[src/rtl/uw_channel_sequencer_pkg.sv]
// Shared types and constants for the Unet_Wrapper channel sequencer.
// Contents:
//   seq_state_e        - controller state encoding
//   MODE_SEQ/MODE_CONC - values of the MODE input
//   cnt_width()        - width of the shared GAP/PULSE/WAIT counter
package uw_seq_pkg;

    typedef enum logic [2:0] {
        StIdle,
        StGap,
        StPulse,
        StWait,
        StFinish
    } seq_state_e;

    localparam logic MODE_SEQ  = 1'b0;
    localparam logic MODE_CONC = 1'b1;

    // The counter only ever holds 0..limit-1, so $clog2(limit) bits suffice.
    function automatic int unsigned cnt_width(input int unsigned gap_cycles,
                                              input int unsigned pulse_len,
                                              input int unsigned timeout_cycles);
        int unsigned m;
        m = gap_cycles;
        if (pulse_len > m) m = pulse_len;
        if (timeout_cycles > m) m = timeout_cycles;
        return (m < 2) ? 32'd1 : 32'($clog2(m));
    endfunction

endpackage

[src/rtl/uw_channel_sequencer_if.sv]
// Launch/collect bundle between the sequencer and the Unet_Wrapper channels.
// master: the sequencer (drives INIT_AXI_TXN, BUSY, DONE and result masks).
// slave : the surrounding system (drives START/MODE/CH_ENABLE, TXN_DONE/ERROR).
interface uw_channel_sequencer_if #(
    parameter int unsigned NUM_CH = 8
);
    logic              START;
    logic              MODE;
    logic [NUM_CH-1:0] CH_ENABLE;
    logic [NUM_CH-1:0] INIT_AXI_TXN;
    logic [NUM_CH-1:0] TXN_DONE;
    logic [NUM_CH-1:0] ERROR;
    logic              BUSY;
    logic              DONE;
    logic [NUM_CH-1:0] PASS_MASK;
    logic [NUM_CH-1:0] FAIL_MASK;
    logic [NUM_CH-1:0] TIMEOUT_MASK;

    modport master (
        input  START, MODE, CH_ENABLE, TXN_DONE, ERROR,
        output INIT_AXI_TXN, BUSY, DONE, PASS_MASK, FAIL_MASK, TIMEOUT_MASK
    );

    modport slave (
        output START, MODE, CH_ENABLE, TXN_DONE, ERROR,
        input  INIT_AXI_TXN, BUSY, DONE, PASS_MASK, FAIL_MASK, TIMEOUT_MASK
    );
endinterface

[src/rtl/uw_seq_ch_tracker.sv]
// Per-channel completion tracker.
// Ports:
//   clk_i, rst_ni  - clock, synchronous active-low reset
//   clear_i        - start of a run: forget previous completion
//   arm_i          - channel is being waited on (PULSE/WAIT, selected channel)
//   force_i        - mark complete without a done edge (watchdog)
//   txn_done_i     - TXN_DONE level from the wrapper
//   error_i        - ERROR level from the wrapper
//   hit_o          - completion edge recorded this cycle
//   err_o          - ERROR sampled on that completion edge
//   complete_o     - sticky: channel finished (edge or forced) this run
module uw_seq_ch_tracker (
    input  logic clk_i,
    input  logic rst_ni,
    input  logic clear_i,
    input  logic arm_i,
    input  logic force_i,
    input  logic txn_done_i,
    input  logic error_i,
    output logic hit_o,
    output logic err_o,
    output logic complete_o
);
    logic done_q;
    logic complete_q;

    always_ff @(posedge clk_i) begin
        if (!rst_ni) begin
            done_q     <= 1'b0;
            complete_q <= 1'b0;
        end else begin
            done_q <= txn_done_i;
            if (clear_i) begin
                complete_q <= 1'b0;
            end else if (hit_o || force_i) begin
                complete_q <= 1'b1;
            end
        end
    end

    // A level already high when arming never produces an edge; only a fresh 0->1 counts.
    assign hit_o      = arm_i & ~complete_q & txn_done_i & ~done_q;
    assign err_o      = hit_o & error_i;
    assign complete_o = complete_q;
endmodule

[src/rtl/uw_channel_sequencer.sv]
// Launch-and-collect controller for the Unet_Wrapper AXI master channels.
// Pulses INIT_AXI_TXN per channel (sequentially or all at once), waits for a
// fresh TXN_DONE rising edge and records ERROR into PASS/FAIL masks.
// Ports:
//   ACLK, ARESETN - clock, synchronous active-low reset
//   bus (master)  - START/MODE/CH_ENABLE in, INIT_AXI_TXN out, TXN_DONE/ERROR in,
//                   BUSY/DONE and PASS/FAIL/TIMEOUT_MASK out (all registered)
// Build option: define UW_SEQ_TIMEOUT_EN to add the WAIT watchdog and TIMEOUT_MASK.
module uw_channel_sequencer
    import uw_seq_pkg::*;
#(
    parameter int unsigned NUM_CH         = 8,
    parameter int unsigned GAP_CYCLES     = 20,
    parameter int unsigned PULSE_LEN      = 2,
    parameter int unsigned TIMEOUT_CYCLES = 65535
) (
    input  logic                    ACLK,
    input  logic                    ARESETN,
    uw_channel_sequencer_if.master  bus
);
    localparam int unsigned CW = cnt_width(GAP_CYCLES, PULSE_LEN, TIMEOUT_CYCLES);
    localparam int unsigned IW = (NUM_CH > 1) ? $clog2(NUM_CH) : 1;
    localparam logic [CW-1:0] GAP_LAST   = CW'((GAP_CYCLES > 0) ? GAP_CYCLES - 1 : 0);
    localparam logic [CW-1:0] PULSE_LAST = CW'(PULSE_LEN - 1);
    // With no gap the launch goes straight into PULSE.
    localparam seq_state_e LAUNCH_ST = (GAP_CYCLES == 0) ? StPulse : StGap;

    seq_state_e        state_q;
    logic [CW-1:0]     cnt_q;
    logic [IW-1:0]     cur_q;
    logic              mode_q;
    logic [NUM_CH-1:0] en_q;
    logic [NUM_CH-1:0] init_q;
    logic [NUM_CH-1:0] pass_q;
    logic [NUM_CH-1:0] fail_q;
    logic              busy_q;
    logic              done_q;

    logic [NUM_CH-1:0] arm, hit, err_hit, complete, force_done;
    logic              active, all_done, cur_done, tmo_fire, start_acc;
    logic [IW:0]       first_ch, next_ch;

    // Lowest enabled index >= from; MSB flags that one was found.
    function automatic logic [IW:0] find_next(input logic [NUM_CH-1:0] en, input int from);
        logic [IW:0] r;
        r = '0;
        for (int i = int'(NUM_CH) - 1; i >= 0; i--) begin
            if (en[i] && i >= from) r = {1'b1, IW'(i)};
        end
        return r;
    endfunction

    function automatic logic [NUM_CH-1:0] onehot(input logic [IW-1:0] idx);
        logic [NUM_CH-1:0] r;
        r      = '0;
        r[idx] = 1'b1;
        return r;
    endfunction

    assign active    = (state_q == StPulse) || (state_q == StWait);
    assign start_acc = (state_q == StIdle) && bus.START;
    assign first_ch  = find_next(bus.CH_ENABLE, 0);
    assign next_ch   = find_next(en_q, int'(cur_q) + 1);
    assign all_done  = &(complete | hit | ~en_q);
    assign cur_done  = complete[cur_q] | hit[cur_q];

    for (genvar i = 0; i < NUM_CH; i++) begin : g_ch
        assign arm[i] = active & en_q[i] & ((mode_q == MODE_CONC) | (cur_q == IW'(i)));

        uw_seq_ch_tracker u_tracker (
            .clk_i      (ACLK),
            .rst_ni     (ARESETN),
            .clear_i    (start_acc),
            .arm_i      (arm[i]),
            .force_i    (force_done[i]),
            .txn_done_i (bus.TXN_DONE[i]),
            .error_i    (bus.ERROR[i]),
            .hit_o      (hit[i]),
            .err_o      (err_hit[i]),
            .complete_o (complete[i])
        );
    end

`ifdef UW_SEQ_TIMEOUT_EN
    localparam logic [CW-1:0] TMO_LAST = CW'(TIMEOUT_CYCLES - 1);
    logic [NUM_CH-1:0] tmo_q;

    // Sequential: arm covers only the current channel, so the counter is per channel.
    assign tmo_fire   = (state_q == StWait) && (cnt_q == TMO_LAST);
    assign force_done = tmo_fire ? (arm & ~complete & ~hit) : '0;

    always_ff @(posedge ACLK) begin
        if (!ARESETN) begin
            tmo_q <= '0;
        end else if (start_acc) begin
            tmo_q <= '0;
        end else begin
            tmo_q <= tmo_q | force_done;
        end
    end
    assign bus.TIMEOUT_MASK = tmo_q;
`else
    assign tmo_fire         = 1'b0;
    assign force_done       = '0;
    assign bus.TIMEOUT_MASK = '0;
`endif

    always_ff @(posedge ACLK) begin
        if (!ARESETN) begin
            state_q <= StIdle;
            cnt_q   <= '0;
            cur_q   <= '0;
            mode_q  <= MODE_SEQ;
            en_q    <= '0;
            init_q  <= '0;
            pass_q  <= '0;
            fail_q  <= '0;
            busy_q  <= 1'b0;
            done_q  <= 1'b0;
        end else begin
            done_q <= 1'b0;
            pass_q <= pass_q | (hit & ~err_hit);
            fail_q <= fail_q | err_hit;
            unique case (state_q)
                StIdle: begin
                    if (bus.START) begin
                        mode_q <= bus.MODE;
                        en_q   <= bus.CH_ENABLE;
                        pass_q <= '0;
                        fail_q <= '0;
                        cnt_q  <= '0;
                        if (bus.CH_ENABLE == '0) begin
                            state_q <= StFinish;
                            done_q  <= 1'b1;
                        end else begin
                            busy_q  <= 1'b1;
                            cur_q   <= first_ch[IW-1:0];
                            state_q <= LAUNCH_ST;
                            if (GAP_CYCLES == 0) begin
                                init_q <= (bus.MODE == MODE_CONC) ? bus.CH_ENABLE
                                                                  : onehot(first_ch[IW-1:0]);
                            end
                        end
                    end
                end
                StGap: begin
                    if (cnt_q == GAP_LAST) begin
                        cnt_q   <= '0;
                        state_q <= StPulse;
                        init_q  <= (mode_q == MODE_CONC) ? en_q : onehot(cur_q);
                    end else begin
                        cnt_q <= cnt_q + 1'b1;
                    end
                end
                StPulse, StWait: begin
                    logic leave;
                    if (state_q == StPulse) begin
                        leave = (cnt_q == PULSE_LAST) &&
                                ((mode_q == MODE_CONC) ? all_done : cur_done);
                        if (cnt_q == PULSE_LAST) begin
                            init_q <= '0;
                            cnt_q  <= '0;
                            if (!leave) state_q <= StWait;
                        end else begin
                            cnt_q <= cnt_q + 1'b1;
                        end
                    end else begin
                        leave = tmo_fire ||
                                ((mode_q == MODE_CONC) ? all_done : hit[cur_q]);
`ifdef UW_SEQ_TIMEOUT_EN
                        cnt_q <= cnt_q + 1'b1;
`endif
                    end
                    if (leave) begin
                        cnt_q <= '0;
                        if (mode_q == MODE_SEQ && next_ch[IW]) begin
                            cur_q   <= next_ch[IW-1:0];
                            state_q <= LAUNCH_ST;
                            if (GAP_CYCLES == 0) init_q <= onehot(next_ch[IW-1:0]);
                        end else begin
                            state_q <= StFinish;
                            done_q  <= 1'b1;
                            busy_q  <= 1'b0;
                        end
                    end
                end
                StFinish: state_q <= StIdle;
                default:  state_q <= StIdle;
            endcase
        end
    end

    assign bus.INIT_AXI_TXN = init_q;
    assign bus.BUSY         = busy_q;
    assign bus.DONE         = done_q;
    assign bus.PASS_MASK    = pass_q;
    assign bus.FAIL_MASK    = fail_q;
endmodule

[src/flat_wrapper.sv]
// flat-port wrapper written by rule: the top's interface ports become plain ports
module uw_channel_sequencer_flat import uw_seq_pkg::*;
#(
    parameter int unsigned NUM_CH         = 8,
    parameter int unsigned GAP_CYCLES     = 20,
    parameter int unsigned PULSE_LEN      = 2,
    parameter int unsigned TIMEOUT_CYCLES = 65535
)
  (ACLK, ARESETN, bus_START, bus_MODE, bus_CH_ENABLE, bus_TXN_DONE, bus_ERROR, bus_INIT_AXI_TXN, bus_BUSY, bus_DONE, bus_PASS_MASK, bus_FAIL_MASK, bus_TIMEOUT_MASK);
  uw_channel_sequencer_if #(.NUM_CH(NUM_CH)) bus_i ();
  input  logic ACLK;
  input  logic ARESETN;
  input wire logic [$bits(bus_i.START)-1:0] bus_START;
  input wire logic [$bits(bus_i.MODE)-1:0] bus_MODE;
  input wire logic [$bits(bus_i.CH_ENABLE)-1:0] bus_CH_ENABLE;
  input wire logic [$bits(bus_i.TXN_DONE)-1:0] bus_TXN_DONE;
  input wire logic [$bits(bus_i.ERROR)-1:0] bus_ERROR;
  output wire logic [$bits(bus_i.INIT_AXI_TXN)-1:0] bus_INIT_AXI_TXN;
  output wire logic [$bits(bus_i.BUSY)-1:0] bus_BUSY;
  output wire logic [$bits(bus_i.DONE)-1:0] bus_DONE;
  output wire logic [$bits(bus_i.PASS_MASK)-1:0] bus_PASS_MASK;
  output wire logic [$bits(bus_i.FAIL_MASK)-1:0] bus_FAIL_MASK;
  output wire logic [$bits(bus_i.TIMEOUT_MASK)-1:0] bus_TIMEOUT_MASK;
  assign bus_i.START = bus_START;
  assign bus_i.MODE = bus_MODE;
  assign bus_i.CH_ENABLE = bus_CH_ENABLE;
  assign bus_i.TXN_DONE = bus_TXN_DONE;
  assign bus_i.ERROR = bus_ERROR;
  assign bus_INIT_AXI_TXN = bus_i.INIT_AXI_TXN;
  assign bus_BUSY = bus_i.BUSY;
  assign bus_DONE = bus_i.DONE;
  assign bus_PASS_MASK = bus_i.PASS_MASK;
  assign bus_FAIL_MASK = bus_i.FAIL_MASK;
  assign bus_TIMEOUT_MASK = bus_i.TIMEOUT_MASK;
  uw_channel_sequencer #(.NUM_CH(NUM_CH), .GAP_CYCLES(GAP_CYCLES), .PULSE_LEN(PULSE_LEN), .TIMEOUT_CYCLES(TIMEOUT_CYCLES)) u_core (.ACLK(ACLK), .ARESETN(ARESETN), .bus(bus_i));
endmodule
[config.mk]
export PLATFORM = sky130hd
export DESIGN_NAME = uw_channel_sequencer_flat
export DESIGN_NICKNAME = d
export VERILOG_FILES = /design/src/rtl/uw_channel_sequencer_pkg.sv /design/src/rtl/uw_channel_sequencer_if.sv /design/src/rtl/uw_seq_ch_tracker.sv /design/src/rtl/uw_channel_sequencer.sv /design/src/flat_wrapper.sv
export SDC_FILE = /design/constraint.sdc
export NUM_CORES = 1
export LEC_CHECK = 0
export CORE_MARGIN = 2
export CORE_UTILIZATION = 55
export DETAILED_ROUTE_END_ITERATION = 7
export GPL_TIMING_DRIVEN = 0
export HOLD_SLACK_MARGIN = 0.12
export PLACE_DENSITY = 0.81
export SYNTH_ARGS = -nofsm -noshare
export SYNTH_HDL_FRONTEND = slang
export SYNTH_SLANG_ARGS = --single-unit
[constraint.sdc]
create_clock -name ACLK -period 2.6 [get_ports ACLK]
set_input_delay 0.65 -clock ACLK [delete_from_list [all_inputs] [get_ports ACLK]]
set_output_delay 0.65 -clock ACLK [all_outputs]
set_load 0.01 [all_outputs]
Word-level counts from Yosys, hierarchy flattened
Cells that the tools add are included.
Widths: inputs -> output; s select.
{"block": "word_totals", "regBits": 73, "in_bits": 28}
{"block": "op_classes", "addsub": 2, "n_lt_le_gt_ge": 10, "n_eq_ne": 23, "mux": 66, "bitwise_logic": 82, "n_reduce_logical": 28}
{"cell": "$ge 4x32->1 const A", "n": 4}
{"cell": "$mux 16", "n": 5}
{"cell": "$ge 3x32->1 const A", "n": 2}
{"cell": "$mux 8", "n": 8}
{"cell": "$mux 3", "n": 20}
{"cell": "$and 1x1->1", "n": 48}
{"cell": "$pmux 16 s3", "n": 1}
{"cell": "$ge 1x32->1 const A", "n": 1}
{"cell": "$ge 2x32->1 const A", "n": 1}
{"cell": "$mux 4", "n": 8}
{"cell": "$or 8x8->8", "n": 4}
{"cell": "$not 1->1", "n": 18}
{"cell": "$add 16x1->16 const B", "n": 1}
{"cell": "$eq 16x1->1 const B", "n": 1}
{"cell": "$eq 16x5->1 const B", "n": 1}
{"cell": "$mux 1", "n": 16}
{"cell": "$not 8->8", "n": 2}
{"cell": "$pmux 8 s2", "n": 1}
{"cell": "$reduce_and 5->1", "n": 3}
{"cell": "$eq 3x2->1 const B", "n": 4}
{"cell": "$eq 3x3->1 const B", "n": 4}
{"cell": "$logic_and 1x1->1", "n": 12}
{"cell": "$ne 2x1->1 const B", "n": 5}
{"cell": "$or 1x1->1", "n": 9}
{"cell": "other kinds (23)", "n": 32}

Logic depth before layout (Yosys ltp)
Gate-level depths: netlist of run 1.
{"block": "logic_depth", "depth_word": 17, "ltp_mapped": 12}

Modules after synthesis
From an unflattened synthesis of run 1, not the netlist that was laid out.
{"block": "unflattened", "hier_cells": 491, "hier_area_um2": 3952.5}
{"module": "uw_channel_sequencer", "n_inst": 1, "cells_per_inst": 435, "area_per_inst_um2": 3281.9}
{"module": "uw_seq_ch_tracker", "n_inst": 8, "cells_per_inst": 7, "area_per_inst_um2": 83.8}

Worst setup path after synthesis of run 1
Ideal clock, no wire load.
{"block": "synth_path", "path_kind": "reg-to-reg", "from": "register u_core.cur_q[0]", "to": "register u_core.cnt_q[1]", "t_arrival_ns": 2.325, "required_ns": 2.513, "slack_ns": 0.187, "stages_incl_launch_ff": 13, "path_buffers": 2, "path_cell_list": "dfxtp_1 -> buf_2 -> inv_1 -> ha_1 -> a21oi_1 -> nor4_2 -> a22o_1 -> o21bai_2 -> nand3_1 -> o311ai_2 -> buf_2 -> nand3_1 -> o31ai_1"}
{"block": "synth_between", "elab_chain_cells": 16, "elab_cells_between_ends": 66, "classes_between": "eq/ne: 8; mux: 11; bitwise: 43; reduce/logical: 4"}
{"item": "start: declaration", "line": "uw_channel_sequencer.sv:30", "text": "logic [IW-1:0] cur_q;"}
{"item": "start signal: assignment", "line": "uw_channel_sequencer.sv:137", "text": "cur_q <= first_ch[IW-1:0];"}
{"item": "start signal: assignment", "line": "uw_channel_sequencer.sv:177", "text": "cur_q <= next_ch[IW-1:0];"}
{"item": "$eq 3x1->1, or another cell as far along", "line": "uw_channel_sequencer.sv:68", "text": "assign arm[i] = active & en_q[i] & ((mode_q == MODE_CONC) | (cur_q == IW'(i)));"}
{"item": "$or 1x1->1", "line": "uw_channel_sequencer.sv:68"}
{"item": "$and 1x1->1", "line": "uw_channel_sequencer.sv:68"}
{"item": "$and 1x1->1 (3 in series)", "line": "uw_seq_ch_tracker.sv:42", "text": "assign hit_o = arm_i & ~complete_q & txn_done_i & ~done_q;"}
{"item": "$bmux 1 s3 or $or 8x8->8 (tied branches)", "line": "uw_channel_sequencer.sv:65, uw_channel_sequencer.sv:169, uw_channel_sequencer.sv:64"}
{"item": "$mux 1 (not written as such) or $or 8x8->8 (tied branches)", "line": "uw_channel_sequencer.sv:65, uw_channel_sequencer.sv:169, uw_channel_sequencer.sv:64"}
{"item": "$or 1x1->1 or $reduce_and 8->1 (tied branches)", "line": "uw_channel_sequencer.sv:65, uw_channel_sequencer.sv:64"}
{"item": "$mux 1", "line": "uw_channel_sequencer.sv:159", "text": "((mode_q == MODE_CONC) ? all_done : cur_done);"}
{"item": "$logic_and 1x1->1", "line": "uw_channel_sequencer.sv:158", "text": "leave = (cnt_q == PULSE_LAST) &&"}
{"item": "$mux 1 *", "line": "uw_channel_sequencer.sv:157", "text": "if (state_q == StPulse) begin"}
{"item": "$mux 1 *", "line": "uw_channel_sequencer.sv:124", "text": "unique case (state_q)"}
{"item": "$mux 1 *", "line": "uw_channel_sequencer.sv:109", "text": "if (!ARESETN) begin"}
{"item": "$ne 3x1->1 (no source line) or $mux 16 (tied branches)"}
{"item": "$reduce_and 3->1 (no source line) or $pmux 16 s3 (tied branches)"}
{"item": "end signal: assignment", "line": "uw_channel_sequencer.sv:152", "text": "cnt_q <= cnt_q + 1'b1;"}
{"item": "end signal: assignment", "line": "uw_channel_sequencer.sv:165", "text": "cnt_q <= cnt_q + 1'b1;"}
{"item": "end: declaration", "line": "uw_channel_sequencer.sv:29", "text": "logic [CW-1:0] cnt_q;"}
Every way passes the cells marked *; elsewhere a longest branch is shown, timed or not. The select of a mux whose other input is x is not followed.
A chain may end at the register's enable or synchronous reset.

Worst setup path after layout of run 1
{"block": "layout_path", "from": "input bus_TXN_DONE[6]", "to": "register u_core.state_q[2]"}
{"block": "layout_between", "elab_chain_cells": 12, "elab_cells_between_ends": 20, "classes_between": "eq/ne: 3; mux: 9; bitwise: 5; reduce/logical: 3"}
{"item": "start: declaration", "line": "flat_wrapper.sv:16", "text": "input wire logic [$bits(bus_i.TXN_DONE)-1:0] bus_TXN_DONE;"}
{"item": "$and 1x1->1 * (2 in series)", "line": "uw_seq_ch_tracker.sv:42"}
{"item": "$bmux 1 s3 or $or 8x8->8 (tied branches)", "line": "uw_channel_sequencer.sv:65, uw_channel_sequencer.sv:169, uw_channel_sequencer.sv:64"}
{"item": "$mux 1 (not written as such) or $or 8x8->8 (tied branches)", "line": "uw_channel_sequencer.sv:65, uw_channel_sequencer.sv:169, uw_channel_sequencer.sv:64"}
{"item": "$or 1x1->1 or $reduce_and 8->1 (tied branches)", "line": "uw_channel_sequencer.sv:65, uw_channel_sequencer.sv:64"}
{"item": "$mux 1", "line": "uw_channel_sequencer.sv:159"}
{"item": "$logic_and 1x1->1", "line": "uw_channel_sequencer.sv:158"}
{"item": "$mux 1", "line": "uw_channel_sequencer.sv:157"}
{"item": "$mux 1", "line": "uw_channel_sequencer.sv:124"}
{"item": "$mux 1", "line": "uw_channel_sequencer.sv:109"}
{"item": "$ne 3x1->1 (no source line), or another cell as far along"}
{"item": "$reduce_and 5->1 (no source line) or $pmux 3 s3 (tied branches)"}
{"item": "end signal: assignment", "line": "uw_channel_sequencer.sv:110", "text": "state_q <= StIdle;"}
{"item": "end signal: assignment", "line": "uw_channel_sequencer.sv:133", "text": "state_q <= StFinish;"}
{"item": "end signal: assignment", "line": "uw_channel_sequencer.sv:149", "text": "state_q <= StPulse;"}
{"item": "end: declaration", "line": "uw_channel_sequencer.sv:28", "text": "seq_state_e state_q;"}
Marked as above.

==> results of run 1 <==
worst paths after layout:
path | start | endpoint | slack [ns] | cells past startpoint
setup reg to reg | u_core.cur_q[0] | u_core.state_q[2] | 0.09 | 10
setup / recovery | bus_TXN_DONE[6] | u_core.state_q[2] | 0.07 | 9
hold / removal | u_core.bus.INIT_AXI_TXN[2] | u_core.bus.INIT_AXI_TXN[2] | 0.46 | 2
hold reg to reg | u_core.bus.INIT_AXI_TXN[2] | u_core.bus.INIT_AXI_TXN[2] | 0.46 | 2
placed cells by master, fill, tap and decap left out, types with 9 or more instances in the layout:
cell type and instances:
a21oi_1 43, and2_1 12, and3_1 9, buf_4 15, clkbuf_1 14, clkbuf_8 9, clkdlybuf4s50_1 52, dfxtp_1 71
inv_1 15, mux2i_1 9, nand2_1 49, nand2b_1 15, nand3_1 32, nand4b_1 22, nor2_1 55, nor2b_1 11
nor3_1 11
final cells by class:
cell class | count | share of cell area
buffer | 39 | 0.0439
clock buffer | 9 | 0.0235
clock inverter | 7 | 0.0194
inverter | 18 | 0.0133
multi-input combinational | 389 | 0.488
sequential | 73 | 0.278
tap | 99 | 0.0235
timing repair buffer | 59 | 0.110
sequential cells by signal (all words and copies together), names as in the netlist:
name / count
u_core.bus.DONE: 1
u_core.state_q: 3
u_core.bus.FAIL_MASK: 8
u_core.mode_q: 1
u_core.g_ch.u_tracker.complete_o: 8
u_core.bus.PASS_MASK: 8
u_core.cnt_q: 16
u_core.cur_q: 3
u_core.bus.INIT_AXI_TXN: 8
u_core.g_ch.u_tracker.done_q: 8
u_core.en_q: 8
u_core.bus.BUSY: 1
per-layer routing:
| metal | wire length (µm) | global-route usage | part of all wire |
|---|---|---|---|
| met1 | 5060 | 0.370 | 0.44 |
| met2 | 5420 | 0.451 | 0.47 |
| met4 | 164 | 0.101 | 0.014 |
| met5 | 0 | 0 | 0 |
| met3 | 829 | 0.0634 | 0.072 |
cells by family (layout without fill, tap and decap cells):
logic type / after synthesis / in the layout
DFF: 73 / 73
other: 1 / 8
buffers and inverters: 57 / 132
and+or+nand+nor: 260 / 260
muxes: 10 / 10
xor gates and xnor gates: 1 / 1
AOI/OAI and AO/OA: 103 / 103
adders and majority gates: 7 / 7
power groups by stage:
stage          clock network (mW)  registers (mW)  logic (mW)
3_5_place_dp                    0            1.31        1.23
3_3_place_gp                    0            1.31        1.22
2_1_floorplan                   0            1.28       0.907
6_report                     1.03            1.29        1.42
4_1_cts                      1.03            1.28        1.31
5_1_grt                      1.09            1.31        1.54
what timing repair did:
| item | in CTS | in global routing |
|---|---|---|
| buffers inserted | 1 | 5 |
| pin swaps | 2 | 6 |
| resized for setup | 15 | 24 |
| hold endpoints to repair | 0 | 0 |
| endpoints found under the setup margin | 24 | 27 |
| gates cloned | 0 | 0 |
synth_stat cells (6+ instances only):
cell | instances | area, µm²
mux2i_1 | 9 | 90.1
nand2_1 | 49 | 184
nor3_1 | 11 | 55.1
inv_1 | 17 | 63.8
dfxtp_1 | 73 | 1460
ha_1 | 7 | 87.6
clkbuf_1 | 15 | 56.3
a21oi_1 | 44 | 220
o21ai_0 | 8 | 40.0
nor2b_1 | 11 | 68.8
nand2b_1 | 16 | 100
nand4_1 | 7 | 43.8
nand4b_1 | 22 | 193
buf_4 | 11 | 82.6
nor2_1 | 56 | 210
nand3_1 | 32 | 160
and3_1 | 9 | 56.3
nor3b_1 | 6 | 45.0
and2_1 | 12 | 75.1
buf_2 | 9 | 45.0
o31a_1 | 7 | 61.3
metrics by stage:
stage | util | TNS, ns | hold WS (ns) | cells
2_1_floorplan | - | 0 | 0.440 | 519
3_3_place_gp | 0.662 | -9.15 | 0.449 | 671
3_5_place_dp | 0.662 | -9.62 | 0.452 | 671
4_1_cts | 0.705 | 0 | 0.462 | 688
5_1_grt | 0.724 | 0 | 0.482 | 693
6_report | 0.724 | 0 | 0.465 | 693
worst max-delay path: stages:
cell and delay [ns]:
clkdlybuf4s50_1 0.48, and4bb_2 0.29, buf_4 0.13, nand4b_1 0.08, a21oi_1 0.26, nor3_2 0.11
a31oi_4 0.23, nand3_2 0.17, a2111oi_4 0.38
==> metrics.md, run 1 <==
| Metric | Value |
|---|---|
| First DRT Iteration DRCs | `398` |
| DRC Markers | `0` |
| Nets@finish | `624` |
| Area grow syn2layout | `27.3%` |
| CP required | `2.85 ns` |
| Post-synth EDFFs | `0` |
| P_sw | `1.45 mW` |
| Max FO, Critical Path | `3` |
| Rel. slew slack | `0.612` |
| Die X-Extent | `between 90 and 100 µm` |
| Clk pwr share | `0.275` |
| CTS Sinks | `73` |
| Final setup violation count | `0` |
| DP Worst Slack | `-0.511 ns` |
| Vias per cell | `5.87` |
| Logic pwr share | `0.380` |
| Post-Synth XOR/XNOR Area | `0.00211` |
| Final Total Pwr | `~3.7 mW` |
| Yosys warns | `0` |
| Tot GR Track Use | `0.280` |
| Hold crit path type | `reg2reg` |
| Largest net degree at the start of global routing | `15` |
| Cells after synthesis | `512` |
| Layout cells sized above 1 | `0.140` |
| Max Freq | `0.396 GHz` |
| Avg Synthesized Cell Area | `8.10 µm²` |
| Critical Path Source Type | `input port` |
| Least-Margin Pin Slew | `0.583 ns` |
| Port bufs | `53` |
| Crit Path Category | `in2reg` |
| Htree depth | `3` |
| Die ar. | `8250 µm²` |
| Max rail drop VDD | `0.387 mV` |
| Worst clock skew | `0.0129 ns` |
| Multi-input gate area | `2580 µm²` |
| Max-cap violations | `0` |
| CTS Hold Bufs | `0` |
| Rows | `31` |
| Status | `finished clean` |
| Int Pwr | `2.29 mW` |
| Number of nets with antenna violations after routing | `0` |
| Ports | `between 60 and 70` |
| Initial antenna violation count | `0` |
| Hold Fails Final Rpt | `0` |
| DP HPWL | `8360 µm` |
| Initial Utilization | `0.569` |
| FFs w/ async S/R, synth | `0` |
| Worst setup EP type | `flop` |
| CTS Buffer Depth | `2` |
| Number of inserted diodes | `0` |
| Synth Area in Simple Gates | `0.356` |
| Cell area after layout | `5280 µm²` |
| Height of the die | `90.8 µm` |
| Synth Area in Adders | `0.0211` |
| CTS buffer count | `9` |
| Mux cell area share after synthesis | `0.0272` |
| Core Area | `7290 µm²` |
| Vias | `~4100` |
| First-pass GRT wire length | `18700 µm` |
| Gp weighted congestion | `0.906` |
| Switching Fraction | `0.388` |
| Power Density | `709 nW/µm²` |
| Sequential-to-total area share from yosys stat | `0.352` |
| Final WL | `11500 µm` |
| Leakage | `roughly 2 nW` |
| Tcrit/Tclk final | `0.972` |
| Post-DP Area | `4830 µm²` |
| Post-synthesis compound-gate area fraction | `0.172` |
| Layout fillers | `609` |
| Largest family of logic cells by synthesized area | `simple AND/OR/NAND/NOR gates` |
| Setup WS post-layout | `0.0735 ns` |
| TritonRoute pass-1 iters | `5` |
| Tmin final | `2.53 ns` |
| Mean routed wirelength per cell | `16.6 µm` |
| Clock root buffer | `clkbuf_8` |
| GR Overflow Total | `0` |
| Vias in the first global route | `approximately 3800` |
| Clk slew on worst S/H paths | `approximately 0.080 ns` |
| Seq. cell area | `1470 µm²` |
| Reg power frac | `0.345` |
| CTS tree | `yes` |
| Post-synth top flop | `dfxtp_1` |
| Critical path arrival | `around 2.8 ns` |
| Synth Register Bits | `73` |
| Unrepaired setup endpoints after global routing | `false` |
| Mapped cell area | `4150 µm²` |
| Slew Viols, Final | `0` |
| Post-synth cell types | `72` |
| Latest clock arrival within the worst-skew pair | `0.37 ns` |
(Power assumes the default switching activity.)
==> run 2, diff against run 1 <==
--- a/config.mk
+++ b/config.mk
@@ -6,11 +6,12 @@
 export NUM_CORES = 1
 export LEC_CHECK = 0
 export CORE_MARGIN = 2
-export CORE_UTILIZATION = 55
+export CORE_UTILIZATION = 54
 export DETAILED_ROUTE_END_ITERATION = 7
 export GPL_TIMING_DRIVEN = 0
 export HOLD_SLACK_MARGIN = 0.12
-export PLACE_DENSITY = 0.81
+export PLACE_DENSITY = 0.8
 export SYNTH_ARGS = -nofsm -noshare
 export SYNTH_HDL_FRONTEND = slang
+export SYNTH_HIERARCHICAL = 1
 export SYNTH_SLANG_ARGS = --single-unit
==> run 2 against run 1 <==
Cell count increased by 1.3%. Sequential share of layout area decreased by 0.84 points. Synthesized area decreased by 4.7%. The flow now finishes with violations (negative setup slack). Via count increased by 2.4%. Wire length increased by 0.81%.
==> metrics.md, run 2 <==
| Metric | Value |
|---|---|
| Status | `finished with violations` |
| Failing checks | `negative setup slack` |
| Switching Fraction | `0.389 (+0.000778)` |
| Setup WS post-layout | `-0.350 ns (-0.423 ns)` |
| Largest register FFs | `16 (unchanged)` |
| Layout cells sized above 1 | `0.199 (+0.0593)` |
| Mean routed wirelength per cell | `16.5 µm (-0.48%)` |
| Sequential-to-total area share from yosys stat | `0.370 (+0.0173)` |
| TritonRoute pass-1 iters | `5 (unchanged)` |
| Tmin final | `2.95 ns (+0.423 ns)` |
| First DRT Iteration DRCs | `429 (+7.8%)` |
| Most frequent cells in the layout | `dfxtp_1 (68), nand2_1 (63), clkdlybuf4s50_1 (53)` |
| Nets@finish | `634 (+1.6%)` |
| Biggest register | `u_core/cnt_q` |
| Yosys warns | `6 (+6)` |
| Share of the synthesized area in the top cell type | `0.370 (+0.0173)` |
| Post-synth cell types | `55 (-24%)` |
| CTS Sinks | `73 (unchanged)` |
| Critical Path Source Type | `flop` |
| Avg Synthesized Cell Area | `8.05 µm² (-0.60%)` |
| Tot GR Track Use | `0.298 (+0.0176)` |
| CP required | `2.82 ns (-0.03 ns)` |
| CTS tree | `yes` |
| Gp weighted congestion | `0.999 (+10%)` |
| Slew Viols, Final | `0 (unchanged)` |
| Max rail drop VDD | `0.386 mV (-0.31%)` |
| Core Area | `7180 µm² (-1.6%)` |
| Cells after synthesis | `491 (-4.1%)` |
| Clk pwr share | `0.250 (-0.025)` |
| Area grow syn2layout | `38.5%` |
| Critical path arrival | `3.17 ns (+0.39 ns)` |
| CTS Buffer Depth | `2 (unchanged)` |
| Hold WS | `0.455 ns (-0.00937 ns)` |
| Max FO, Critical Path | `6 (+3)` |
| Rel. slew slack | `0.434 (-0.177)` |
| Post-synth EDFFs | `0 (unchanged)` |
| Most instantiated cells after synthesis | `dfxtp_1 (73), nand2_1 (65), a21oi_1 (51)` |
| Rows | `31 (unchanged)` |
| Clk slew on worst S/H paths | `0.09 ns (about the same)` |
| Hold Fails Final Rpt | `0 (unchanged)` |
| Die ar. | `8020 µm² (-2.8%)` |
| Vias per cell | `5.93 (+1.0%)` |
| First-pass GRT wire length | `18500 µm (-1.3%)` |
| Most area-hungry cell type in the Yosys netlist | `dfxtp_1` |
| Unrepaired setup endpoints after global routing | `true` |
| Final Total Pwr | `4.51 mW (+21%)` |
| Max Freq | `0.339 GHz (-14%)` |
| Crit Path Category | `reg2reg` |
| DRC Markers | `0 (unchanged)` |
| Vias in the first global route | `3934 (+3.1%)` |
| Leakage | `2.10 nW (+6.7%)` |
| CTS buffer count | `9 (unchanged)` |
| CTS Hold Bufs | `0 (unchanged)` |
| Final setup violation count | `24 (+24)` |
| Fin util | `0.763 (+0.0391)` |
| Height of the die | `89.6 µm (-1.4%)` |
| Post-DP Area | `4780 µm² (-0.99%)` |
| GR Overflow Total | `0 (unchanged)` |
| Port bufs | `53 (unchanged)` |
| FFs w/ async S/R, synth | `0 (unchanged)` |
| Int Pwr | `2.76 mW (+20%)` |
| Hold crit path type | `reg2reg` |
| Largest net degree at the start of global routing | `22 (+7)` |
| Clock root buffer | `clkbuf_8` |
| Power Density | `824 nW/µm² (+16%)` |
| P_sw | `1.75 mW (+21%)` |
| Synth top area cells | `dfxtp_1 (37%), a21oi_1 (6.5%), nand2_1 (6.2%)` |
| Die X-Extent | `89.6 µm (-1.4%)` |
| Tcrit/Tclk final | `1.13 (+0.163)` |
| Least-Margin Pin Slew | `0.843 ns (+0.261 ns)` |
| DP HPWL | `7850 µm (-6.1%)` |
| Latest clock arrival within the worst-skew pair | `0.35 ns (-0.02 ns)` |
| Vias | `4165 (+2.4%)` |
| Commonest non-fill, non-tap cell in the layout | `dfxtp_1` |
| Initial antenna violation count | `0 (unchanged)` |
| Reg power frac | `0.302 (-0.043)` |
| Ports | `62 (unchanged)` |
| Worst clock skew | `0.0136 ns (+0.000713 ns)` |
| Post-synth top flop | `dfxtp_1` |
| Number of nets with antenna violations after routing | `0 (unchanged)` |
| Htree depth | `3 (unchanged)` |
| Cell area after layout | `5470 µm² (+3.7%)` |
| Count leader, synth | `dfxtp_1` |
| Initial Utilization | `0.551 (-0.0178)` |
| Logic pwr share | `0.448 (+0.068)` |
| Synth Register Bits | `73 (unchanged)` |
| Final WL | `11600 µm (+0.81%)` |
| Number of inserted diodes | `0 (unchanged)` |
| Worst setup EP type | `flop` |
| Mapped cell area | `3950 µm² (-4.7%)` |
| Max-cap violations | `0 (unchanged)` |
-- run 2: cell count changes after synthesis, sizes merged, moves of 6 or more --
cell    delta
inv        +9
buf       -13
or3        +6
nand2b    -10
o311a      +7
and2       +8
nand2     +16
a21oi      +7
nor2b      -9
nand4b    -22
nand3     -24
-- run 2: final timing paths --
path	start	cells past startpoint	end	slack, ns
min reg2reg	u_core/bus.INIT_AXI_TXN[0]	2	u_core/bus.INIT_AXI_TXN[0]	0.46
max reg2reg	u_core/state_q[1]	15	u_core/cnt_q[7]	-0.35
min	u_core/bus.INIT_AXI_TXN[0]	2	u_core/bus.INIT_AXI_TXN[0]	0.46
max	u_core/state_q[1]	15	u_core/cnt_q[7]	-0.35
-- run 2: final cells by class --
| class | count | area, µm² |
|---|---|---|
| Timing Repair Buffer | 82 | 776 |
| Tap cell | 99 | 124 |
| Buffer | 28 | 235 |
| Sequential cell | 73 | 1480 |
| Clock buffer | 9 | 124 |
| Multi-Input combinational cell | 377 | 2490 |
| Clock inverter | 7 | 126 |
| Inverter | 27 | 119 |
| Fill cell | 531 | 1700 |
-- run 2: cells by family after synthesis --
group | synth area share
adders and majority gates | 0.0253
DFF | 0.370
other | 0.000949
muxes | 0.0393
AOI/OAI and AO/OA | 0.210
and+or+nand+nor | 0.292
buffers and inverters | 0.0633
-- run 2: power by group through the flow --
stage / combinational (mW) / sequential [mW] / clock [mW]
2_1_floorplan: 1.14 / 1.34 / 0
3_3_place_gp: 1.52 / 1.37 / 0
3_5_place_dp: 1.54 / 1.38 / 0
4_1_cts: 1.83 / 1.35 / 1.13
5_1_grt: 2.17 / 1.37 / 1.18
6_report: 2.02 / 1.36 / 1.13
-- run 2: repair_timing --
item	4_1_cts	5_1_grt
resized for setup	30	22
setup endpoints to repair	24	26
setup buffers	25	3
hold endpoints to repair	0	0
pin swaps	23	14
gates cloned	1	0
-- run 2: per-stage QoR --
stage          TNS (ns)  instances  setup slack, ns
2_1_floorplan     -1.00        506           -0.144
3_3_place_gp     -11.88        658           -0.622
3_5_place_dp     -12.16        658           -0.633
4_1_cts           -4.61        700           -0.318
5_1_grt           -8.64        702           -0.452
6_report          -6.23        702           -0.350
-- run 2: worst max-delay path: stages, from the launching register on --
cell and delay [ns]:
dfxtp_2 0.36, buf_8 0.10, nor2b_4 0.18, buf_8 0.14, nand2_4 0.06, nor2_4 0.08, and4bb_4 0.27, nor3b_2 0.06
or4_4 0.54, o32ai_4 0.31, buf_12 0.16, buf_6 0.10, o21a_4 0.14, buf_6 0.13, o211a_1 0.15, nor3_1 0.04
-- run 2: metal layers --
layer  track usage  wire (µm)  vias up
met5             0          0        -
met4         0.126        277        0
met3        0.0499        948       38
met2         0.494       5470      239
met1         0.382       4870     1947
li1              -          -     1941
